==> src/rtl/axil_req_arbiter.sv <==
// Round-robin arbiter sharing one AXI4-Lite master port between NREQ simple-command requesters.
// One transaction is in flight at a time; the granted requester receives a one-cycle response pulse.
module axil_req_arbiter #(
   parameter int NREQ   = 4,
   parameter int AWIDTH = 8,
   parameter int DWIDTH = 16
) (
   input  logic                       aclk,
   input  logic                       aresetn,
   input  logic [NREQ-1:0]            req_valid,
   output logic [NREQ-1:0]            req_ready,
   input  logic [NREQ-1:0]            req_wr,
   input  logic [NREQ*AWIDTH-1:0]     req_addr,
   input  logic [NREQ*DWIDTH-1:0]     req_wdata,
   input  logic [NREQ*DWIDTH/8-1:0]   req_wstrb,
   output logic [NREQ-1:0]            resp_valid,
   output logic [DWIDTH-1:0]          resp_rdata,
   output logic [1:0]                 resp_resp,
   output logic                       resp_err,
   output logic [AWIDTH-1:0]          awaddr,
   output logic                       awvalid,
   input  logic                       awready,
   output logic [DWIDTH-1:0]          wdata,
   output logic [DWIDTH/8-1:0]        wstrb,
   output logic                       wvalid,
   input  logic                       wready,
   input  logic [1:0]                 bresp,
   input  logic                       bvalid,
   output logic                       bready,
   output logic [AWIDTH-1:0]          araddr,
   output logic                       arvalid,
   input  logic                       arready,
   input  logic [DWIDTH-1:0]          rdata,
   input  logic [1:0]                 rresp,
   input  logic                       rvalid,
   output logic                       rready
);

   localparam int GW = (NREQ > 1) ? $clog2(NREQ) : 1;
   localparam int SW = DWIDTH / 8;

   localparam logic [2:0] S_IDLE  = 3'd0;
   localparam logic [2:0] S_WR_AW = 3'd1;
   localparam logic [2:0] S_WR_B  = 3'd2;
   localparam logic [2:0] S_RD_AR = 3'd3;
   localparam logic [2:0] S_RD_R  = 3'd4;
   localparam logic [2:0] S_RESP  = 3'd5;

   logic [2:0]        state_q,      state_d;
   logic [GW-1:0]     last_grant_q, last_grant_d;
   logic [AWIDTH-1:0] addr_q,       addr_d;
   logic [DWIDTH-1:0] wdata_q,      wdata_d;
   logic [SW-1:0]     wstrb_q,      wstrb_d;
   logic [NREQ-1:0]   req_ready_q,  req_ready_d;
   logic [NREQ-1:0]   resp_valid_q, resp_valid_d;
   logic [DWIDTH-1:0] resp_rdata_q, resp_rdata_d;
   logic [1:0]        resp_resp_q,  resp_resp_d;
   logic              resp_err_q,   resp_err_d;
   logic              awvalid_q,    awvalid_d;
   logic              wvalid_q,     wvalid_d;
   logic              bready_q,     bready_d;
   logic              arvalid_q,    arvalid_d;
   logic              rready_q,     rready_d;

   logic              found;
   logic [GW-1:0]     sel;

   // Scan starts just past the previous winner, so every requester gets a turn.
   always_comb begin
      found = 1'b0;
      sel   = '0;
      for (int k = 1; k <= NREQ; k++) begin
         if (!found && req_valid[(int'(last_grant_q) + k) % NREQ]) begin
            found = 1'b1;
            sel   = GW'((int'(last_grant_q) + k) % NREQ);
         end
      end
   end

   always_comb begin
      state_d      = state_q;
      last_grant_d = last_grant_q;
      addr_d       = addr_q;
      wdata_d      = wdata_q;
      wstrb_d      = wstrb_q;
      req_ready_d  = '0;
      resp_valid_d = '0;
      resp_rdata_d = resp_rdata_q;
      resp_resp_d  = resp_resp_q;
      resp_err_d   = resp_err_q;
      awvalid_d    = awvalid_q;
      wvalid_d     = wvalid_q;
      bready_d     = bready_q;
      arvalid_d    = arvalid_q;
      rready_d     = rready_q;
      case (state_q)
         S_IDLE: begin
            if (found) begin
               req_ready_d[sel] = 1'b1;
               last_grant_d     = sel;
               addr_d           = req_addr[sel*AWIDTH +: AWIDTH];
               wdata_d          = req_wdata[sel*DWIDTH +: DWIDTH];
               wstrb_d          = req_wstrb[sel*SW +: SW];
               if (req_wr[sel]) begin
                  state_d   = S_WR_AW;
                  awvalid_d = 1'b1;
                  wvalid_d  = 1'b1;
               end else begin
                  state_d   = S_RD_AR;
                  arvalid_d = 1'b1;
               end
            end
         end
         S_WR_AW: begin
            // AW and W complete independently; B is only accepted once both are done.
            if (awvalid_q && awready) awvalid_d = 1'b0;
            if (wvalid_q && wready)   wvalid_d  = 1'b0;
            if (!awvalid_d && !wvalid_d) begin
               bready_d = 1'b1;
               state_d  = S_WR_B;
            end
         end
         S_WR_B: begin
            if (bvalid && bready_q) begin
               resp_rdata_d = '0;
               resp_resp_d  = bresp;
               resp_err_d   = (bresp != 2'b00);
               bready_d     = 1'b0;
               state_d      = S_RESP;
            end
         end
         S_RD_AR: begin
            if (arready) begin
               arvalid_d = 1'b0;
               rready_d  = 1'b1;
               state_d   = S_RD_R;
            end
         end
         S_RD_R: begin
            if (rvalid && rready_q) begin
               resp_rdata_d = rdata;
               resp_resp_d  = rresp;
               resp_err_d   = (rresp != 2'b00);
               rready_d     = 1'b0;
               state_d      = S_RESP;
            end
         end
         S_RESP: begin
            resp_valid_d[last_grant_q] = 1'b1;
            state_d                    = S_IDLE;
         end
         default: state_d = S_IDLE;
      endcase
   end

   always_ff @(posedge aclk or negedge aresetn) begin
      if (!aresetn) begin
         state_q      <= S_IDLE;
         last_grant_q <= GW'(NREQ - 1);
         addr_q       <= '0;
         wdata_q      <= '0;
         wstrb_q      <= '0;
         req_ready_q  <= '0;
         resp_valid_q <= '0;
         resp_rdata_q <= '0;
         resp_resp_q  <= '0;
         resp_err_q   <= 1'b0;
         awvalid_q    <= 1'b0;
         wvalid_q     <= 1'b0;
         bready_q     <= 1'b0;
         arvalid_q    <= 1'b0;
         rready_q     <= 1'b0;
      end else begin
         state_q      <= state_d;
         last_grant_q <= last_grant_d;
         addr_q       <= addr_d;
         wdata_q      <= wdata_d;
         wstrb_q      <= wstrb_d;
         req_ready_q  <= req_ready_d;
         resp_valid_q <= resp_valid_d;
         resp_rdata_q <= resp_rdata_d;
         resp_resp_q  <= resp_resp_d;
         resp_err_q   <= resp_err_d;
         awvalid_q    <= awvalid_d;
         wvalid_q     <= wvalid_d;
         bready_q     <= bready_d;
         arvalid_q    <= arvalid_d;
         rready_q     <= rready_d;
      end
   end

   assign req_ready  = req_ready_q;
   assign resp_valid = resp_valid_q;
   assign resp_rdata = resp_rdata_q;
   assign resp_resp  = resp_resp_q;
   assign resp_err   = resp_err_q;
   assign awaddr     = addr_q;
   assign araddr     = addr_q;
   assign wdata      = wdata_q;
   assign wstrb      = wstrb_q;
   assign awvalid    = awvalid_q;
   assign wvalid     = wvalid_q;
   assign bready     = bready_q;
   assign arvalid    = arvalid_q;
   assign rready     = rready_q;

endmodule

==> config.mk <==
export PLATFORM = sky130hd
export DESIGN_NAME = axil_req_arbiter
export DESIGN_NICKNAME = d
export VERILOG_FILES = /design/src/rtl/axil_req_arbiter.sv
export SDC_FILE = /design/constraint.sdc
export NUM_CORES = 1
export LEC_CHECK = 0
export CAP_MARGIN = 20
export CORE_ASPECT_RATIO = 0.7
export CORE_UTILIZATION = 40
export CTS_CLUSTER_DIAMETER = 60
export DETAILED_ROUTE_END_ITERATION = 16
export PLACE_DENSITY = 0.87
export SLEW_MARGIN = 20
export SYNTH_ARGS = -nofsm -noshare
export SYNTH_HDL_FRONTEND = slang
export SYNTH_SLANG_ARGS = --single-unit
==> constraint.sdc <==
create_clock -name aclk -period 3.37 [get_ports aclk]
set_input_delay 1.011 -clock aclk [delete_from_list [all_inputs] [get_ports aclk]]
set_output_delay 1.011 -clock aclk [all_outputs]
set_load 0.01 [all_outputs]
**Yosys cells after proc, flatten, opt, wreduce, memory -nomap -nowiden**

Cells that the tools add are included.

- Memories: 0
- Latch bits: 0
- Register bits: 63
- Memory bits (writable): 0
- Output and inout port bits: 66
- ROM bits: 0
- Input bits: 139
- Word-level logic and storage cells: 143

- Eq/ne operators: 12
- Bitwise gates (word level): 4
- $lt $le $gt $ge: 8
- $mul: 0
- Multiplexer cells: 63
- Reduce and logical (&&, ||, !) cells: 34
- Add/sub/neg operators: 4
- Shift operators: 3
- Divide/modulo/power cells: 0

Operators with widths:

| kind | count |
|---|---|
| $shiftx 64x7->16 | 1 |
| $mux 16 | 2 |
| $pmux 16 s2 | 1 |
| $shiftx 32x6->8 | 1 |
| $mux 1 | 30 |
| $lt 3x4->1 const B | 4 |
| $mux 3 | 5 |
| $pmux 3 s5 | 1 |
| $mux 2 | 7 |
| $ne 2x2->1 const B | 7 |
| $reduce_bool 2->1 | 7 |
| $mux 4 | 3 |
| $pmux 1 s2 | 6 |
| $reduce_and 3->1 | 4 |
| $bmux 1 s2 | 5 |
| $logic_and 1x1->1 | 10 |
| $reduce_or 2->1 | 4 |
| $shiftx 8x4->2 | 1 |
| $eq 3x2->1 const B | 2 |
| $eq 3x3->1 const B | 2 |
| $lt 2x3->1 const B | 2 |
| $logic_not 1->1 | 5 |
| $reduce_and 5->1 | 1 |
| $add 2x1->2 const B | 2 |
| 9 further kinds | 15 |

**Longest topological paths before layout**

Gate-level depths: netlist of the first run.

- Word-level depth: 22
- Depth in mapped cells: 13

**Worst setup path before layout of the first run**

OpenSTA, ideal clock, no wires.

- Kind: register to register
- Start point: register last_grant_q[0]
- End point: register addr_q[0] (netlist: araddr[0])
- Path slack: 251 ps
- Stages on the path, launching flop included: 13
- Data arrival time: 2987 ps
- Path buffers: 4
- Required time: 3238 ps
- Clock period less this slack: 3119 ps
- Cell sequence: dfstp_2 -> buf_2 -> buf_2 -> inv_1 -> ha_1 -> mux4_2 -> or3_4 -> or2_1 -> nor2b_4 -> nand2b_2 -> buf_6 -> buf_6 -> o221ai_2

- Longest elaborated chain between the ends: 15
- Elaborated cells between the ends (all ways): 32
- Those cells by class: add/sub (4); shift (1); mux (20); reduce/logical (7)

RTL lines:

| what | line | RTL |
|---|---|---|
| start: declaration | 50 | `logic [GW-1:0] last_grant_q, last_grant_d;` |
| start signal: assignment | 159 | `last_grant_q <= GW'(NREQ - 1);` |
| start signal: assignment | 175 | `last_grant_q <= last_grant_d;` |
| $add 2x1->2 | 73, 75 |  |
| $bmux 1 s2 | 73 | `if (!found && req_valid[(int'(last_grant_q) + k) % NREQ]) begin` |
| $mux 1 (implied by the code) (2 in series) | 73 |  |
| $mux 1 | 73 |  |
| $logic_not 1->1 | 73 |  |
| $logic_and 1x1->1 | 73 |  |
| $mux 1 | 73 |  |
| $logic_not 1->1 | 73 |  |
| $logic_and 1x1->1 | 73 |  |
| $mux 1 | 73 |  |
| $logic_not 1->1 | 73 |  |
| $logic_and 1x1->1 | 73 |  |
| $mux 2 / $mux 1 (equally long branches) | 73 |  |
| $shiftx 32x6->8 / $reduce_and 2->1 (equally long branches) | - |  |
| end signal: assignment | 176 | `addr_q <= addr_d;` |
| end: declaration | 51 | `logic [AWIDTH-1:0] addr_q, addr_d;` |

Parallel ways exist; a longest one is shown, timed or not. The select of a mux whose other input is x is not followed.
A chain may end at the register's enable or synchronous reset.

**Worst setup path after layout of the first run**

- Start point: input port req_valid[0]
- End point: register addr_q[7] (netlist: araddr[7])

- Longest elaborated chain between the ends: 14
- Elaborated cells between the ends (all ways): 28
- Those cells by class: shift (1); mux (20); reduce/logical (7)

RTL lines:

| what | line | RTL |
|---|---|---|
| start: declaration | 10 | `input logic [NREQ-1:0] req_valid,` |
| $bmux 1 s2 | 73 |  |
| $mux 1 (implied by the code) (2 in series) | 73 |  |
| $mux 1 | 73 |  |
| $logic_not 1->1 | 73 |  |
| $logic_and 1x1->1 | 73 |  |
| $mux 1 | 73 |  |
| $logic_not 1->1 | 73 |  |
| $logic_and 1x1->1 | 73 |  |
| $mux 1 | 73 |  |
| $logic_not 1->1 | 73 |  |
| $logic_and 1x1->1 | 73 |  |
| $mux 2 / $mux 1 (equally long branches) | 73 |  |
| $shiftx 32x6->8 / $reduce_and 2->1 (equally long branches) | - |  |

Parallel ways exist; a longest one is shown, timed or not. The select of a mux whose other input is x is not followed.

==> metrics.txt, run 1 <==
post-layout util=0.6857; Worst Clk Skew=0.006808 ns; post-synthesis sequential area ratio=0.4176; WL/cell=approximately 17 µm; Startpoint Class=input pin; Area Overhead vs Synth=65.16%; Fmax achieved=about 0.32 GHz; Distinct cells, synth=a little under 50; top-count cell post-synth=dfrtp_1; layout cells sized above 1=0.1348; diodes inserted=0; I/O pins=between 200 and 250; drt drc=0; Mapped Area=approximately 0.0038 mm²; MaxCap Viol Count=0; CP Capture Type=flip-flop; Pwr Total=~6.1 mW; Yosys top cell area share=0.4037; dpl cell area=0.005959 mm²; postcts setup bufs=0; H-tree levels=3; Pleak=roughly 2.8 nW; Final min period=approximately 3.2 ns; Most used DFF post-synth=dfrtp_1; clk_lat worst skew=~0.32 ns; Placeable Area=roughly 0.0091 mm²; total die area=approximately 0.0099 mm²; largest net degree at the start of global routing=between 60 and 70; Tcrit/Tclk final=0.9414; Post-Synthesis Cells=between 300 and 400; Yosys top cell by area=dfrtp_1; grt total ovfl=0; dpl hpwl=9064 µm; slew of the pin with the lowest slew margin=~0.69 ns; die span in y=between 80 and 90 µm; YS warnings=0; RSZ-0062 raised after global routing=no; CTS Root Cell=clkbuf_16; critical path required time=3.55 ns; Rows=29; Finished Cell Area=between 0.006 and 0.007 mm²; Mapped Nets=484; WS Path Type=in2reg; clock sink count=63; Global Route Usage Sum=0.2419; Final Hold Viols=0; 1st-iter DRT viols=150; PD cells=roughly 970 mW/mm²; Slew Limit Fails=0; TritonRoute pass-1 iters=4; CTS tree=yes; vias in the first global route=around 3600; Hold-fix buffers, CTS=0; clock slew at reported path FFs=~0.05 ns; # fillers=between 600 and 700; number of nets in the layout=687; global-route wire length before repair=approximately 19000 µm; Slew HR=0.5411; die width=roughly 120 µm; via count=roughly 3600; Routed Antenna Nets=0; final setup violating endpoints=0; Post-synth top cells=61 x dfrtp_1, 59 x mux2i_1, 41 x nand2_1; Synth area leaders=dfrtp_1 40%, mux2i_1 16%, o221ai_2 7.5%; outcome=completed; Post-synth EDFFs=0; GPL Wtd Cong=0.8352; CP arrival=between 3 and 4 ns; initial antenna violation count=0; Max VDD drop=0.5309 mV; Seq cells post-synth=63; HP Class=reg2reg; crit-path max FO=25; syn_area_per_cell=between 10 and 15 µm²; post-synthesis async set-or-reset flop share=1.000; maximum clock path buffer count=2; final WL=~12000 µm; initial core utilization=0.4152; cts repair resizes=0; IO buf count=204; DR vias/cell=5.351; Inserted Clock Buffers=9
## state kept, by name (all words and copies together), names as in the netlist, 2 cells and up
| name | flops |
|---|---|
| last_grant_q | 2 |
| state_q | 3 |
| resp_rdata | 16 |
| req_ready | 4 |
| wdata | 16 |
| resp_valid | 4 |
| resp_resp | 2 |
| wstrb | 2 |
| araddr | 8 |
## through the flow
stage               cells  setup WS (ns)  hold WS, ns  TNS (ns)
global route          673        0.07576       0.5184         0
finish                673         0.1974       0.4921         0
floorplan             341         0.2508       0.5162         0
detailed placement    657        -0.1349       0.4828    -2.637
CTS                   673         0.2130       0.4930         0
global placement      657       -0.05144       0.4668   -0.5250
## routing by layer
layer  GRT usage  vias to the layer above  routed length, µm
met5           0                        -                  0
li1            -                     1677                  -
met4     0.08042                        0                240
met2      0.4230                      142               5902
met3     0.04602                       18                658
met1      0.2999                     1764               4968
## cells in the final DEF (no fill, tap or decap), drive strengths merged, types with 2 or more instances in the layout
| cell type | count |
|---|---|
| or3 | 2 |
| a31oi | 2 |
| clkinvlp | 3 |
| clkinv | 2 |
| mux4 | 4 |
| mux2i | 59 |
| and2b | 2 |
| clkbuf | 11 |
| nand2b | 5 |
| o31ai | 2 |
| dfrtp | 61 |
| clkdlybuf4s50 | 203 |
| or2 | 3 |
| nand2 | 42 |
| dfstp | 2 |
| inv | 7 |
| o221ai | 27 |
| nor3b | 2 |
| buf | 22 |
| a221oi | 3 |
| o21ai | 10 |
| a22o | 18 |
| nor2 | 11 |
| nor3 | 4 |
| nor2b | 4 |
| nand3 | 2 |
| and2 | 5 |
| o211ai | 5 |
| mux2 | 2 |
| o31a | 2 |
| ha | 4 |
| a21oi | 8 |
| and3 | 3 |
## power breakdown
group	switching [mW]	total, mW	internal [mW]
logic	1.88	3.89	2.01
clock network	0.326	0.860	0.534
registers	0.232	1.32	1.09
total	2.43	6.07	3.63
## layout make-up
| cell class | instances | area (µm²) | share of cell area |
|---|---|---|---|
| clock buffers | 11 | 252.7 | 0.04047 |
| clock inverters | 5 | 32.53 | 0.005209 |
| inverters | 7 | 26.28 | 0.004208 |
| multi-input cells | 238 | 1942 | 0.3110 |
| flip-flops and latches | 63 | 1579 | 0.2529 |
| well taps | 124 | 155.1 | 0.02484 |
| repair buffers | 225 | 2257 | 0.3614 |
## worst max-delay path, cell delays in order
cell and delay, ns:
clkdlybuf4s50_1 0.51, mux4_2 0.56, or3_4 0.36, or2_1 0.28, nor2b_4 0.16, nand2b_2 0.11
buf_12 0.21, o221ai_1 0.15
## kinds of logic after synthesis
logic type | count (synthesis) | share of synthesized area
muxes | 65 | 0.1860
buffers and inverters | 40 | 0.06916
and+or+nand+nor | 87 | 0.1155
DFF | 63 | 0.4176
AOI/OAI and AO/OA | 82 | 0.1985
adders and majority gates | 4 | 0.01324
## worst paths after layout
check / startpoint / end / slack, ns / depth (start not counted)
max: req_valid[0] / araddr[7] / 0.20 / 8
min: wstrb[0] / wstrb[0] / 0.49 / 2
max reg2reg: last_grant_q[1] / araddr[7] / 0.40 / 9
min reg2reg: wstrb[0] / wstrb[0] / 0.49 / 2
max in group asynchronous: aresetn / last_grant_q[0] / 2.35 / 2
min in group asynchronous: aresetn / wvalid / 0.70 / 2
(Power assumes the default switching activity.)
==> run 2, diff against run 1 <==
Settings changed: CAP_MARGIN 20 to unset, CORE_MARGIN set to 5, RECOVER_POWER set to 50.
==> run 2 against run 1 <==
Effect of this change: the run now ends with capacitance limit, slew limit left; sequential power hardly changed; register-to-register slack worse by 0.06 ns; final cell count up 1.6%; worst setup slack lost 0.056 ns; die area grew 17%; clock skew decreased by 0.0013 ns; count of clock-buffer cells in the layout fell by 2; design area increased by 1.8%; via count rose by 2.1%.
==> metrics.txt, run 2 (synthesized netlist as in run 1, its figures left out) <==
CP Cell Sequence=clkdlybuf4s50_1 > mux4_2 > and2b_1 > o21ai_0 > and2_4 > buf_12 > mux2i_1 > o221ai_1; Slew Limit Fails=between 60 and 70; slew of the pin with the lowest slew margin=approximately 1.6 ns; Slew HR=-0.04842; vias in the first global route=about 3800; WS Path Type=in2reg; most frequent cells in the layout=175 x clkdlybuf4s50_1, 61 x dfrtp_1, 59 x mux2i_1, 41 x nand2_1, 28 x dlygate4sd3_1; FF-to-FF Start=last_grant_q[1]; clock sink count=63; H-tree levels=3; Hold-fix buffers, CTS=0; Pleak=2.892 nW; outcome=finished, violations left; HP Class=reg2reg; CP Capture Type=flip-flop; crit-path max FO=14; Global Route Usage Sum=0.2255; clock slew at reported path FFs=approximately 0.06 ns; final WL=13140 µm; clk_lat worst skew=between 0.3 and 0.4 ns; postcts setup bufs=0; GPL Wtd Cong=approximately 0.86; dpl hpwl=approximately 10000 µm; Area Overhead vs Synth=68.10%; total die area=~0.012 mm²; number of nets in the layout=~700; Placeable Area=a little over 0.009 mm²; Critical path buffers and inverters=2; drt drc=0; final setup violating endpoints=0; Startpoint Class=input pin; Final min period=~3.2 ns; Rows=29; CP startpoint=req_valid[0]; maximum clock path buffer count=2; RSZ-0062 raised after global routing=no; # fillers=roughly 700; largest net degree at the start of global routing=64; setup ws final=approximately 0.14 ns; post-place setup slack=-0.2033 ns; critical path required time=~3.6 ns; initial core utilization=0.4135; PD cells=about 1000 mW/mm²; Worst Clk Skew=0.005525 ns; initial antenna violation count=0; global-route wire length before repair=about 21000 µm; DR vias/cell=around 5.4; die span in y=between 90 and 100 µm; MaxCap Viol Count=1; WL/cell=a little under 20 µm; TritonRoute pass-1 iters=4; failing checks=capacitance limit, slew limit; Fmax achieved=between 0.3 and 0.4 GHz; Top delay family on crit path=multiplexers; CP arrival=3.41 ns; CTS Root Cell=clkbuf_16; via count=between 3000 and 4000; I/O pins=between 200 and 250; r2r setup slk=approximately 0.34 ns; slowest library cell on the worst path=mux4_2; diodes inserted=0; CTS tree=yes; Max VDD drop=0.4996 mV; cts repair resizes=0; Inserted Clock Buffers=9; grt total ovfl=0; 1st-iter DRT viols=225; Tcrit/Tclk final=0.9580; Routed Antenna Nets=0; layout cells sized above 1=0.1518; IO buf count=approximately 200; critical hold path startpoint=resp_resp[1]; Final Hold Viols=0; commonest non-fill, non-tap cell in the layout=clkdlybuf4s50_1; crit-path max cell delay=~0.54 ns; die width=approximately 130 µm; post-layout util=0.6951
## run 2: final timing paths
| kind | endpoint | cells after the start |
|---|---|---|
| max in group asynchronous | wdata[14] | 2 |
| worst max register to register | araddr[6] | 9 |
| worst min-delay path | resp_resp[1] | 2 |
| min in group asynchronous | arvalid | 2 |
| worst min register to register | resp_resp[1] | 2 |
| worst max-delay path | araddr[6] | 8 |
## run 2: per-layer routing
metal,GRT usage,up-vias,wire (µm)
met5,0,-,0
met4,0.08036,0,413
met3,0.05572,32,712
met2,0.3951,139,6709
met1,0.2705,1798,5299
li1,-,1706,-
## run 2: per-stage QoR
stage          total power [mW]  cell area (µm²)  TNS, ns  hold WS (ns)  cells
6_report                  6.364             6356        0        0.4818    684
5_1_grt                   6.785             6356        0        0.5073    684
4_1_cts                   6.449             6371        0        0.4855    684
3_5_place_dp              5.411             6043   -3.826        0.4696    668
3_3_place_gp              5.255             6043  -0.7580        0.4638    668
2_1_floorplan             3.958             3781        0        0.5162    341
## run 2: power breakdown
group	switching [mW]	total, mW	internal (mW)	leakage (nW)
combinational	1.93	4.04	2.11	1.94
sequential	0.222	1.31	1.09	0.793
clock	0.362	1.02	0.656	0.157
total	2.52	6.36	3.85	2.89
## run 2: layout make-up
cell class | count | area, µm² | share of cell area
Clock buffer | 9 | 225.2 | 0.03543
Clock inverter | 7 | 102.6 | 0.01614
Multi-Input combinational cell | 238 | 1943 | 0.3057
Sequential cell | 63 | 1579 | 0.2484
Timing Repair Buffer | 236 | 2325 | 0.3657
Inverter | 7 | 26.28 | 0.004134
Tap cell | 124 | 155.1 | 0.02441
## run 2: worst reg2reg max path, delay by kind of cell, from the launching register on
kind                     cells  cell delay, ns
AND/OR/NAND/NOR              2            0.50
adder cells (fa/ha/maj)      1            0.40
AO/OA/AOI/OAI                2            0.38
buffers and inverters        2            0.32
multiplexers                 2            0.65
flip-flops                   1            0.64
